`src/rtl/sparc_exu_yctl_pkg.sv`:
```
// Shared definitions for the EXU divider Y-register control slice: per-thread
// pending-write state encoding, default strand count and a one-hot checker.
package sparc_exu_yctl_pkg;

  localparam int          NTHR_DEF = 4;

  localparam logic [1:0]  YS_IDLE  = 2'd0;
  localparam logic [1:0]  YS_WRY_P = 2'd1;
  localparam logic [1:0]  YS_MUL_P = 2'd2;

  // Per-thread Y state: idle, WRY write in flight, or multiply result outstanding.
  typedef enum logic [1:0] {
    ST_IDLE  = YS_IDLE,
    ST_WRY_P = YS_WRY_P,
    ST_MUL_P = YS_MUL_P
  } yst_e;

  // True when exactly one bit is set. Callers zero-extend to 32 bits.
  function automatic logic is_onehot(input logic [31:0] v);
    return (v != 32'd0) && ((v & (v - 32'd1)) == 32'd0);
  endfunction

endpackage

```
`src/rtl/sparc_exu_yctl_thr.sv`:
```
// One strand of the Y-register control: resolves the w > g > s priority for
// the 4:1 Y input mux and tracks whether this strand's Y has a pending write.
module sparc_exu_yctl_thr
  import sparc_exu_yctl_pkg::*;
(
  input  logic clk,
  input  logic arst_l,
  input  logic i_raw_w,      // registered WRY lands this cycle (W1)
  input  logic i_raw_g,      // multiplier result presented this cycle
  input  logic i_raw_s,      // MULScc step this cycle
  input  logic i_start_w,    // legal, non-killed WRY at W for this strand
  input  logic i_start_m,    // MUL issuing at E for this strand
  output logic o_wen_w,
  output logic o_wen_g,
  output logic o_wen_l,
  output logic o_shift_g,
  output logic o_busy,
  output logic o_err
);

  yst_e r_state;
  yst_e w_state_nxt;
  logic w_done;
  logic w_blocked;
  logic w_start_err;
  logic w_mask_err;

  // Fixed-priority one-hot select: WRY beats multiplier beats MULScc, else hold.
  always_comb begin
    o_wen_w   = i_raw_w;
    o_wen_g   = i_raw_g & ~i_raw_w;
    o_shift_g = i_raw_s & ~i_raw_w & ~i_raw_g;
    o_wen_l   = ~(o_wen_w | o_wen_g | o_shift_g);
  end

  // The pending write retires in the same cycle it reaches the Y mux, so a new
  // start in that cycle is accepted rather than flagged.
  assign w_done     = ((r_state == ST_WRY_P) & i_raw_w) |
                      ((r_state == ST_MUL_P) & o_wen_g);
  assign w_blocked  = (r_state != ST_IDLE) & ~w_done;
  assign w_mask_err = (i_raw_g & i_raw_w) | (i_raw_s & (i_raw_w | i_raw_g));

  // Next-state: retire completions first, then accept at most one new start.
  always_comb begin
    // NOTE: every always_comb output gets a default first so no path can infer a latch.
    w_state_nxt = r_state;
    w_start_err = 1'b0;
    if (w_blocked) begin
      w_start_err = i_start_w | i_start_m;
    end else begin
      if (w_done) w_state_nxt = ST_IDLE;
      if (i_start_w) begin
        w_state_nxt = ST_WRY_P;
        w_start_err = i_start_m;
      end else if (i_start_m) begin
        w_state_nxt = ST_MUL_P;
      end
    end
  end

  // State register; reset abandons any pending write.
  always_ff @(posedge clk or negedge arst_l) begin
    // NOTE: sequential state uses non-blocking assignments so all flops update together.
    if (!arst_l) r_state <= ST_IDLE;
    else         r_state <= w_state_nxt;
  end

  assign o_busy = (r_state != ST_IDLE) | i_start_w;
  assign o_err  = w_mask_err | w_start_err;

endmodule

```
`src/rtl/sparc_exu_div_yreg_ctl.sv`:
```
// Y-register control sequencer for the EXU divider: delays WRY into the W1
// cycle, qualifies thread selects, fans out to per-strand controllers and
// collects dropped-request / illegal-select errors.
module sparc_exu_div_yreg_ctl
  import sparc_exu_yctl_pkg::*;
#(
  parameter int NTHR       = NTHR_DEF,
  parameter bit ERR_STICKY = 1'b1
) (
  input  logic            clk,
  input  logic            arst_l,
  input  logic            ecl_wry_vld_w,
  input  logic [NTHR-1:0] ecl_wry_thr_w,
  input  logic            ecl_wry_kill_w,
  input  logic            ecl_mul_start_e,
  input  logic [NTHR-1:0] ecl_mul_thr_e,
  input  logic            mul_yreg_vld_g,
  input  logic [NTHR-1:0] mul_yreg_thr_g,
  input  logic            ecl_mulscc_vld_g,
  input  logic [NTHR-1:0] ecl_mulscc_thr_g,
  output logic [NTHR-1:0] yctl_wen_w,
  output logic [NTHR-1:0] yctl_wen_g,
  output logic [NTHR-1:0] yctl_wen_l,
  output logic [NTHR-1:0] yctl_shift_g,
  output logic [NTHR-1:0] yctl_busy,
  output logic            yctl_err
);

  logic            w_ok_w, w_ok_m, w_ok_g, w_ok_s;
  logic            w_wry_go;
  logic            r_wry_w1;
  logic [NTHR-1:0] r_thr_w1;
  logic [NTHR-1:0] w_raw_w, w_raw_g, w_raw_s;
  logic [NTHR-1:0] w_start_w, w_start_m;
  logic [NTHR-1:0] w_thr_err;
  logic            w_sel_err;
  logic            w_err_now;

  // A non-one-hot select drops that request for every strand.
  assign w_ok_w = is_onehot(32'(ecl_wry_thr_w));
  assign w_ok_m = is_onehot(32'(ecl_mul_thr_e));
  assign w_ok_g = is_onehot(32'(mul_yreg_thr_g));
  assign w_ok_s = is_onehot(32'(ecl_mulscc_thr_g));

  assign w_wry_go  = ecl_wry_vld_w & ~ecl_wry_kill_w & w_ok_w;
  assign w_start_w = {NTHR{w_wry_go}} & ecl_wry_thr_w;
  assign w_start_m = {NTHR{ecl_mul_start_e & w_ok_m}} & ecl_mul_thr_e;
  assign w_raw_w   = {NTHR{r_wry_w1}} & r_thr_w1;
  assign w_raw_g   = {NTHR{mul_yreg_vld_g & w_ok_g}} & mul_yreg_thr_g;
  assign w_raw_s   = {NTHR{ecl_mulscc_vld_g & w_ok_s}} & ecl_mulscc_thr_g;

  // WRY pipe: aligns the write with the W->W1 data flop, one cycle after W.
  always_ff @(posedge clk or negedge arst_l) begin
    if (!arst_l) begin
      r_wry_w1 <= 1'b0;
      r_thr_w1 <= '0;
    end else begin
      r_wry_w1 <= w_wry_go;
      r_thr_w1 <= ecl_wry_thr_w;
    end
  end

  for (genvar t = 0; t < NTHR; t++) begin : g_thr
    sparc_exu_yctl_thr u_thr (
      .clk       (clk),
      .arst_l    (arst_l),
      .i_raw_w   (w_raw_w[t]),
      .i_raw_g   (w_raw_g[t]),
      .i_raw_s   (w_raw_s[t]),
      .i_start_w (w_start_w[t]),
      .i_start_m (w_start_m[t]),
      .o_wen_w   (yctl_wen_w[t]),
      .o_wen_g   (yctl_wen_g[t]),
      .o_wen_l   (yctl_wen_l[t]),
      .o_shift_g (yctl_shift_g[t]),
      .o_busy    (yctl_busy[t]),
      .o_err     (w_thr_err[t])
    );
  end

  assign w_sel_err = (ecl_wry_vld_w    & ~w_ok_w) |
                     (ecl_mul_start_e  & ~w_ok_m) |
                     (mul_yreg_vld_g   & ~w_ok_g) |
                     (ecl_mulscc_vld_g & ~w_ok_s);
  assign w_err_now = w_sel_err | (|w_thr_err);

  if (ERR_STICKY) begin : g_err_sticky
    logic r_err;
    // Sticky error flag: set by any error term, cleared only by reset.
    always_ff @(posedge clk or negedge arst_l) begin
      if (!arst_l) r_err <= 1'b0;
      else         r_err <= r_err | w_err_now;
    end
    assign yctl_err = r_err;
  end else begin : g_err_pulse
    assign yctl_err = w_err_now;
  end

endmodule
```
`config.mk`:
```
export PLATFORM = sky130hd
export DESIGN_NAME = sparc_exu_div_yreg_ctl
export DESIGN_NICKNAME = d
export VERILOG_FILES = /design/src/rtl/sparc_exu_yctl_pkg.sv /design/src/rtl/sparc_exu_yctl_thr.sv /design/src/rtl/sparc_exu_div_yreg_ctl.sv
export SDC_FILE = /design/constraint.sdc
export NUM_CORES = 1
export LEC_CHECK = 0
export CAP_MARGIN = 0
export CORE_MARGIN = 1.5
export CORE_UTILIZATION = 30
export DETAILED_ROUTE_END_ITERATION = 6
export PLACE_DENSITY_LB_ADDON = 0.2
export SYNTH_ARGS = -nofsm -noshare
export SYNTH_HDL_FRONTEND = slang
export SYNTH_HIERARCHICAL = 1
export SYNTH_SLANG_ARGS = --single-unit
export TNS_END_PERCENT = 50
```
`constraint.sdc`:
```
create_clock -name clk -period 5.95 [get_ports clk]
set_input_delay 1.19 -clock clk [delete_from_list [all_inputs] [get_ports clk]]
set_output_delay 1.19 -clock clk [all_outputs]
set_load 0.005 [all_outputs]
```
==> results.sh, run 1 <==
export IMPL_outcome="completed"
export IMPL_cts_tree="built"
export IMPL_finClkSkew_ns=0.002174
export IMPL_rows=22
export IMPL_grt_start_max_net_pins=15
export IMPL_min_period_ns=4.517
export IMPL_multiInputGateArea_sq_um=790.8
export IMPL_synth_seq_cells=14
export IMPL_crit_path_end_kind="output pin"
export IMPL_startpoint_type="primary input"
export IMPL_setup_viol=0
export IMPL_dieArea_sq_um=4445
export IMPL_grt_use_met1_pct=19.42
export IMPL_finalMaxSlewViolations=0
export IMPL_crit_type="in -> out"
export IMPL_fin_crit_sh_pct=75.91
export IMPL_post_cts_setup_buffers=0
export IMPL_grt_overflow=0
export IMPL_drt_pass1_iterations=4
export IMPL_io_pins=44
export IMPL_synth_common_cells="and2_1 (14), dfrtp_1 (14), nor2b_1 (14)"
export IMPL_hp_class="reg -> reg"
export IMPL_vias=1223
export IMPL_path_clk_slew_ns=0.06
export IMPL_ys_warn_count=6
export IMPL_clkSinkCount=14
export IMPL_routed_wl_microns=3153
export IMPL_post_cts_resized=0
export IMPL_cts_hold_buf=0
export IMPL_synthTopCellsByArea="dfrtp_1 (29%), and2_1 (7.2%), nor2b_1 (7.2%)"
export IMPL_busiest_layer="met2"
export IMPL_syn2layout_area_growth_pct=42.39
export IMPL_die_h_microns=66.67
export IMPL_antenna_left=0
export IMPL_fin_nets=206
export IMPL_fmaxAchievable_ghz=0.2214
export IMPL_insertion_delay_ns=0.24
export IMPL_hold_viol_final=0
export IMPL_grt_first_pass_wirelength_microns=4892
export IMPL_h_tree_depth=1
export IMPL_drtIter0Drc=40
export IMPL_max_cap_viol_count=0
export IMPL_synth_edff_count=0
export IMPL_ys_seq_area_share_pct=28.81
export IMPL_netlist_area_leader_share_pct=28.81
export IMPL_drcViolationCount=0
export IMPL_wire_per_inst_microns=13.71
export IMPL_netlist_area_sq_um=1216
export IMPL_power_density_nw_per_um2=248.9
export IMPL_clockBufferDepth=2
export IMPL_ir_drop_mv=0.08296
export IMPL_finalWeightedCongestion=0.7879
export IMPL_syn_nets=162
export IMPL_required_ns=4.76
export IMPL_arrival_ns=3.33
export IMPL_dp_hpwl_microns=2580
export IMPL_die_x_microns=66.67
export IMPL_relSlewSlack_pct=55.64
export IMPL_synth_ff_type="dfrtp_1"
export IMPL_n_fill_cell=363
export IMPL_ff_latch_area_sq_um=350.3
export IMPL_rsz0062_at_grt="no"
export IMPL_antenna_cells=0
export IMPL_drive_above_1_share_pct=7.143
export IMPL_synth_distinct_cells=32
export IMPL_use_met3_pct=1.858
export IMPL_cp_max_fo=4
export IMPL_viasPerCell=5.317
export IMPL_clock_root_buffer="clkbuf_8"
export IMPL_avgSynthCellArea_sq_um=8.749
export IMPL_numCtsBuffers=3
export IMPL_port_buffers=43
export IMPL_stdcell_count=230
export IMPL_start_util_pct=32.25
export IMPL_track_usage_pct=14.69
export IMPL_power_static_leakage_uw=0.0007405
export IMPL_worst_pin_slew_ns=0.6633
export IMPL_postSynthCellCount=139
export IMPL_core_sq_um=3771
export IMPL_dp_cells=226
export IMPL_antenna_found_initial=0
export IMPL_grt_pass1_vias=1095
export IMPL_yosys_area_top_type="dfrtp_1"
export IMPL_met2_usage_pct=24.38
export IMPL_async_reset_ff_share_pct=100.0
export IMPL_setup_tns_final_ns=0
[worst paths after layout]
kind / start / cells past startpoint / to / slack (ns)
worst max-delay path: ecl_mulscc_thr_g[0] / 7 / yctl_shift_g[3] / 1.43
worst min-delay path: g_thr[1].u_thr/r_state[0] / 1 / g_thr[1].u_thr/r_state[1] / 0.56
worst max register to register: r_wry_w1 / 7 / yctl_err / 3.53
worst min register to register: g_thr[1].u_thr/r_state[0] / 1 / g_thr[1].u_thr/r_state[1] / 0.56
max in group asynchronous: arst_l / 1 / r_wry_w1 / 4.18
min in group asynchronous: arst_l / 1 / yctl_err / 1.35
[cell type report]
class                           instances  area share, %
Tap cell                               48          3.468
Inverter                               12          2.601
Timing Repair Buffer                   43          24.86
Clock buffer                            4          3.179
Multi-Input combinational cell        109          45.66
Sequential cell                        14          20.23
[critical path: stages]
cell and delay, ns:
clkdlybuf4s50_1 0.47, nor4b_1 0.39, nor3_1 0.14, nor2b_1 0.19, and2_1 0.23, nor3b_1 0.20, clkdlybuf4s50_1 0.52
[per-stage QoR]
step / hold WS (ns) / cell area, sq um / total power, uW / utilization, % / setup slack [ns]
after CTS: 0.5641 / 1732 / 435.9 / 45.92 / 1.417
after global routing: 0.5830 / 1732 / 461.6 / 45.92 / 1.194
after detailed placement: 0.5470 / 1677 / 339.6 / 44.46 / 1.424
after global placement: 0.5356 / 1677 / 331.1 / 44.46 / 1.490
after floorplan: 0.5192 / 1216 / 259.4 / - / 2.405
final: 0.5579 / 1732 / 431.0 / 45.92 / 1.433
[placed cells by master (no fill, tap or decap)]
cell type	instances
inv_1	12
a21o_1	4
o32a_2	4
xnor2_1	3
and3_1	6
nor3b_1	4
nand2b_1	1
a22oi_1	1
a211oi_1	1
maj3_1	4
o22ai_1	4
or3_1	4
nand2_1	5
nor2_1	1
or4_1	1
nor3_1	9
and2_1	14
nand3_1	1
o21a_1	1
nor2b_1	14
o21ai_0	1
a21oi_1	4
nand2b_4	4
a211o_1	4
o21ai_1	1
nor4b_1	6
dfrtp_1	14
clkbuf_8	4
o31ai_1	1
nor3b_4	1
a221o_1	4
xor2_1	1
clkdlybuf4s50_1	43
[layer usage]
| layer | vias up | share of wire (%) |
|---|---|---|
| met5 | - | 0 |
| li1 | 596 | - |
| met4 | 0 | 1.3 |
| met1 | 581 | 46 |
| met2 | 42 | 47 |
| met3 | 4 | 5.8 |
[logic make-up (layout without fill, tap and decap cells)]
group | after synthesis | after routing | share of synthesized area (%)
adder cells (fa/ha/maj) | 4 | 4 | 3.292
buffers and inverters | 16 | 59 | 6.173
AND/OR/NAND/NOR | 71 | 71 | 39.51
AO/OA/AOI/OAI | 30 | 30 | 19.34
XOR/XNOR | 4 | 4 | 2.881
flip-flops | 14 | 14 | 28.81
[state kept, by name, indices dropped and copies added, names as in the netlist]
name	count
g_thr.u_thr/r_state	8
r_thr_w1	4
r_wry_w1	1
yctl_err	1
[where the power goes]
part	switching [uW]	internal, uW
clock	35.6	58.6
sequential	27.4	123
combinational	75.6	111
total	139	292
(Power assumes the default switching activity.)
==> inputs of run 2 (changes only) <==
==> constraint.sdc (replaced) <==
create_clock -name clk -period 4.6 [get_ports clk]
set_input_delay 0.92 -clock clk [delete_from_list [all_inputs] [get_ports clk]]
set_output_delay 0.92 -clock clk [all_outputs]
set_load 0.005 [all_outputs]
==> run 2 against run 1 <==
Against the previous run:
- first-iteration DRC count grew 23%
- critical endpoint is now yctl_busy[0]
- non-clock buffer count is the same
- die area is the same
- global-route usage grew 0.89 points
==> results.sh, run 2 (synthesis gave the netlist of run 1 again) <==
export IMPL_startpoint_type="primary input"
export IMPL_power_static_leakage_uw=0.0007405
export IMPL_h_tree_depth=1
export IMPL_routed_wl_microns=3148
export IMPL_grt_first_pass_wirelength_microns=5140
export IMPL_setup_viol=0
export IMPL_dpl_instance_area_sq_um=1677
export IMPL_timing_critical_path_mode_cell="clkdlybuf4s50_1"
export IMPL_core_sq_um=3771
export IMPL_holdPathStages=1
export IMPL_dp_cells=226
export IMPL_pwr_share_seq_pct=34.8
export IMPL_fin_crit_sh_pct=86.66
export IMPL_insertion_delay_ns=0.25
export IMPL_reg_top3="g_thr.u_thr/r_state: 8 flops, r_thr_w1: 4 flops"
export IMPL_post_cts_resized=0
export IMPL_viasPerCell=5.265
export IMPL_track_usage_pct=15.57
export IMPL_die_x_microns=66.67
export IMPL_grt_overflow=0
export IMPL_reg2reg_depth=7
export IMPL_min_period_ns=3.987
export IMPL_cts_tree="built"
export IMPL_pwr_share_clk_pct=22.2
export IMPL_mostFrequentLayoutCells="clkdlybuf4s50_1 (43), nor2b_1 (14), and2_1 (14), dfrtp_1 (14), inv_1 (12)"
export IMPL_power_internal_uw=378.6
export IMPL_holdCritStartpoint="g_thr[0].u_thr/r_state[0]"
export IMPL_fmaxAchievable_ghz=0.2508
export IMPL_crit_type="in -> out"
export IMPL_worst_pin_slew_ns=0.6763
export IMPL_crit_cells=8
export IMPL_clockBufferDepth=2
export IMPL_setup_tns_final_ns=0
export IMPL_critPathTopFamily="buffers and inverters"
export IMPL_post_cts_setup_buffers=0
export IMPL_finalWeightedCongestion=0.7459
export IMPL_drcViolationCount=0
export IMPL_antenna_left=0
export IMPL_relSlewSlack_pct=54.77
export IMPL_p_switching_uw=184.2
export IMPL_design_area_sq_um=1732
export IMPL_io_pins=44
export IMPL_stdcell_count=230
export IMPL_fin_nets=206
export IMPL_drtIter0Drc=49
export IMPL_crit_path_end_kind="output pin"
export IMPL_die_h_microns=66.67
export IMPL_path_clk_slew_ns=0.06
export IMPL_top_register="g_thr.u_thr/r_state"
export IMPL_clock_root_buffer="clkbuf_8"
export IMPL_antenna_cells=0
export IMPL_cpPeakStageDelay_ns=0.57
export IMPL_wire_per_inst_microns=13.69
export IMPL_cp_buffers_inverters=2
export IMPL_start_util_pct=32.25
export IMPL_rsz0062_at_grt="no"
export IMPL_dp_hpwl_microns=2539
export IMPL_outcome="completed"
export IMPL_vias=1211
export IMPL_finalMaxSlewViolations=0
export IMPL_arrival_ns=3.07
export IMPL_worstPathCellList="clkdlybuf4s50_1 > xor2_1 > o21ai_1 > o21a_1 > nor3b_4 > and2_1 > or3_1 > clkdlybuf4s50_1"
export IMPL_switching_share_pct=32.73
export IMPL_finClkSkew_ns=0.003221
export IMPL_startpoint="ecl_wry_thr_w[0]"
export IMPL_dieArea_sq_um=4445
export IMPL_hold_viol_final=0
export IMPL_numCtsBuffers=3
export IMPL_drt_pass1_iterations=4
export IMPL_syn2layout_area_growth_pct=42.39
export IMPL_power_frac_comb_pct=43.0
export IMPL_utilization_pct=45.92
export IMPL_ir_drop_mv=0.09421
export IMPL_largest_register_ffs=8
export IMPL_required_ns=3.68
export IMPL_cp_max_fo=5
export IMPL_p_total_uw=562.8
export IMPL_max_cap_viol_count=0
export IMPL_hp_class="reg -> reg"
export IMPL_grt_start_max_net_pins=15
export IMPL_grt_pass1_vias=1161
export IMPL_drive_above_1_share_pct=7.143
export IMPL_cts_hold_buf=0
export IMPL_n_fill_cell=362
export IMPL_final_common_cell="clkdlybuf4s50_1"
export IMPL_power_density_nw_per_um2=325.0
export IMPL_cpMaxStageDelayCell="clkdlybuf4s50_1"
export IMPL_r2r_start="r_wry_w1"
export IMPL_port_buffers=43
export IMPL_clkSinkCount=14
export IMPL_rows=22
export IMPL_antenna_found_initial=0
[run 2: cell counts in the layout (fill, tap and decap cells not counted)]
No cell type changed its count.
[run 2: power groups by stage]
| stage | clock network, uW | logic (uW) | registers (uW) |
|---|---|---|---|
| 2_1_floorplan | 0 | 148 | 188 |
| 3_3_place_gp | 0 | 235 | 194 |
| 3_5_place_dp | 0 | 243 | 198 |
| 4_1_cts | 127 | 245 | 196 |
| 5_1_grt | 135 | 270 | 202 |
| 6_report | 125 | 242 | 196 |
[run 2: layout make-up]
class	instances	area (sq um)	share of cell area, %
multi-input cells	109	790.8	45.66
repair buffers	43	430.4	24.86
flip-flops and latches	14	350.3	20.23
well taps	48	60.06	3.468
clock buffers	4	55.05	3.179
inverters	12	45.04	2.601
[run 2: worst paths after layout]
check / slack (ns) / end
worst max-delay path: 0.61 / yctl_busy[0]
worst min-delay path: 0.56 / g_thr[0].u_thr/r_state[1]
worst max register to register: 2.19 / yctl_err
worst min register to register: 0.56 / g_thr[0].u_thr/r_state[1]
max in group asynchronous: 3.09 / g_thr[1].u_thr/r_state[0]
min in group asynchronous: 1.08 / g_thr[0].u_thr/r_state[0]
[run 2: per-layer routing]
metal  vias to the layer above  share of wire (%)  GRT usage, %
li1                        595                  -             -
met1                       569                 44         19.21
met2                        43                 48         26.88
met3                         4                5.9         2.027
met4                         0                1.7         6.888
met5                         -                  0             0
[run 2: per-stage QoR]
stage,worst slack [ns],hold slack [ns]
6_report,0.6134,0.5605
5_1_grt,0.4253,0.5823
4_1_cts,0.6126,0.5633
3_5_place_dp,0.6008,0.5476
3_3_place_gp,0.6357,0.5283
2_1_floorplan,1.325,0.5192
[run 2: worst register-to-register path, delay by kind of cell (launching register included)]
family	cells	cell delay, ns
compound gates	3	0.84
flops	1	0.40
simple gates	4	1.06
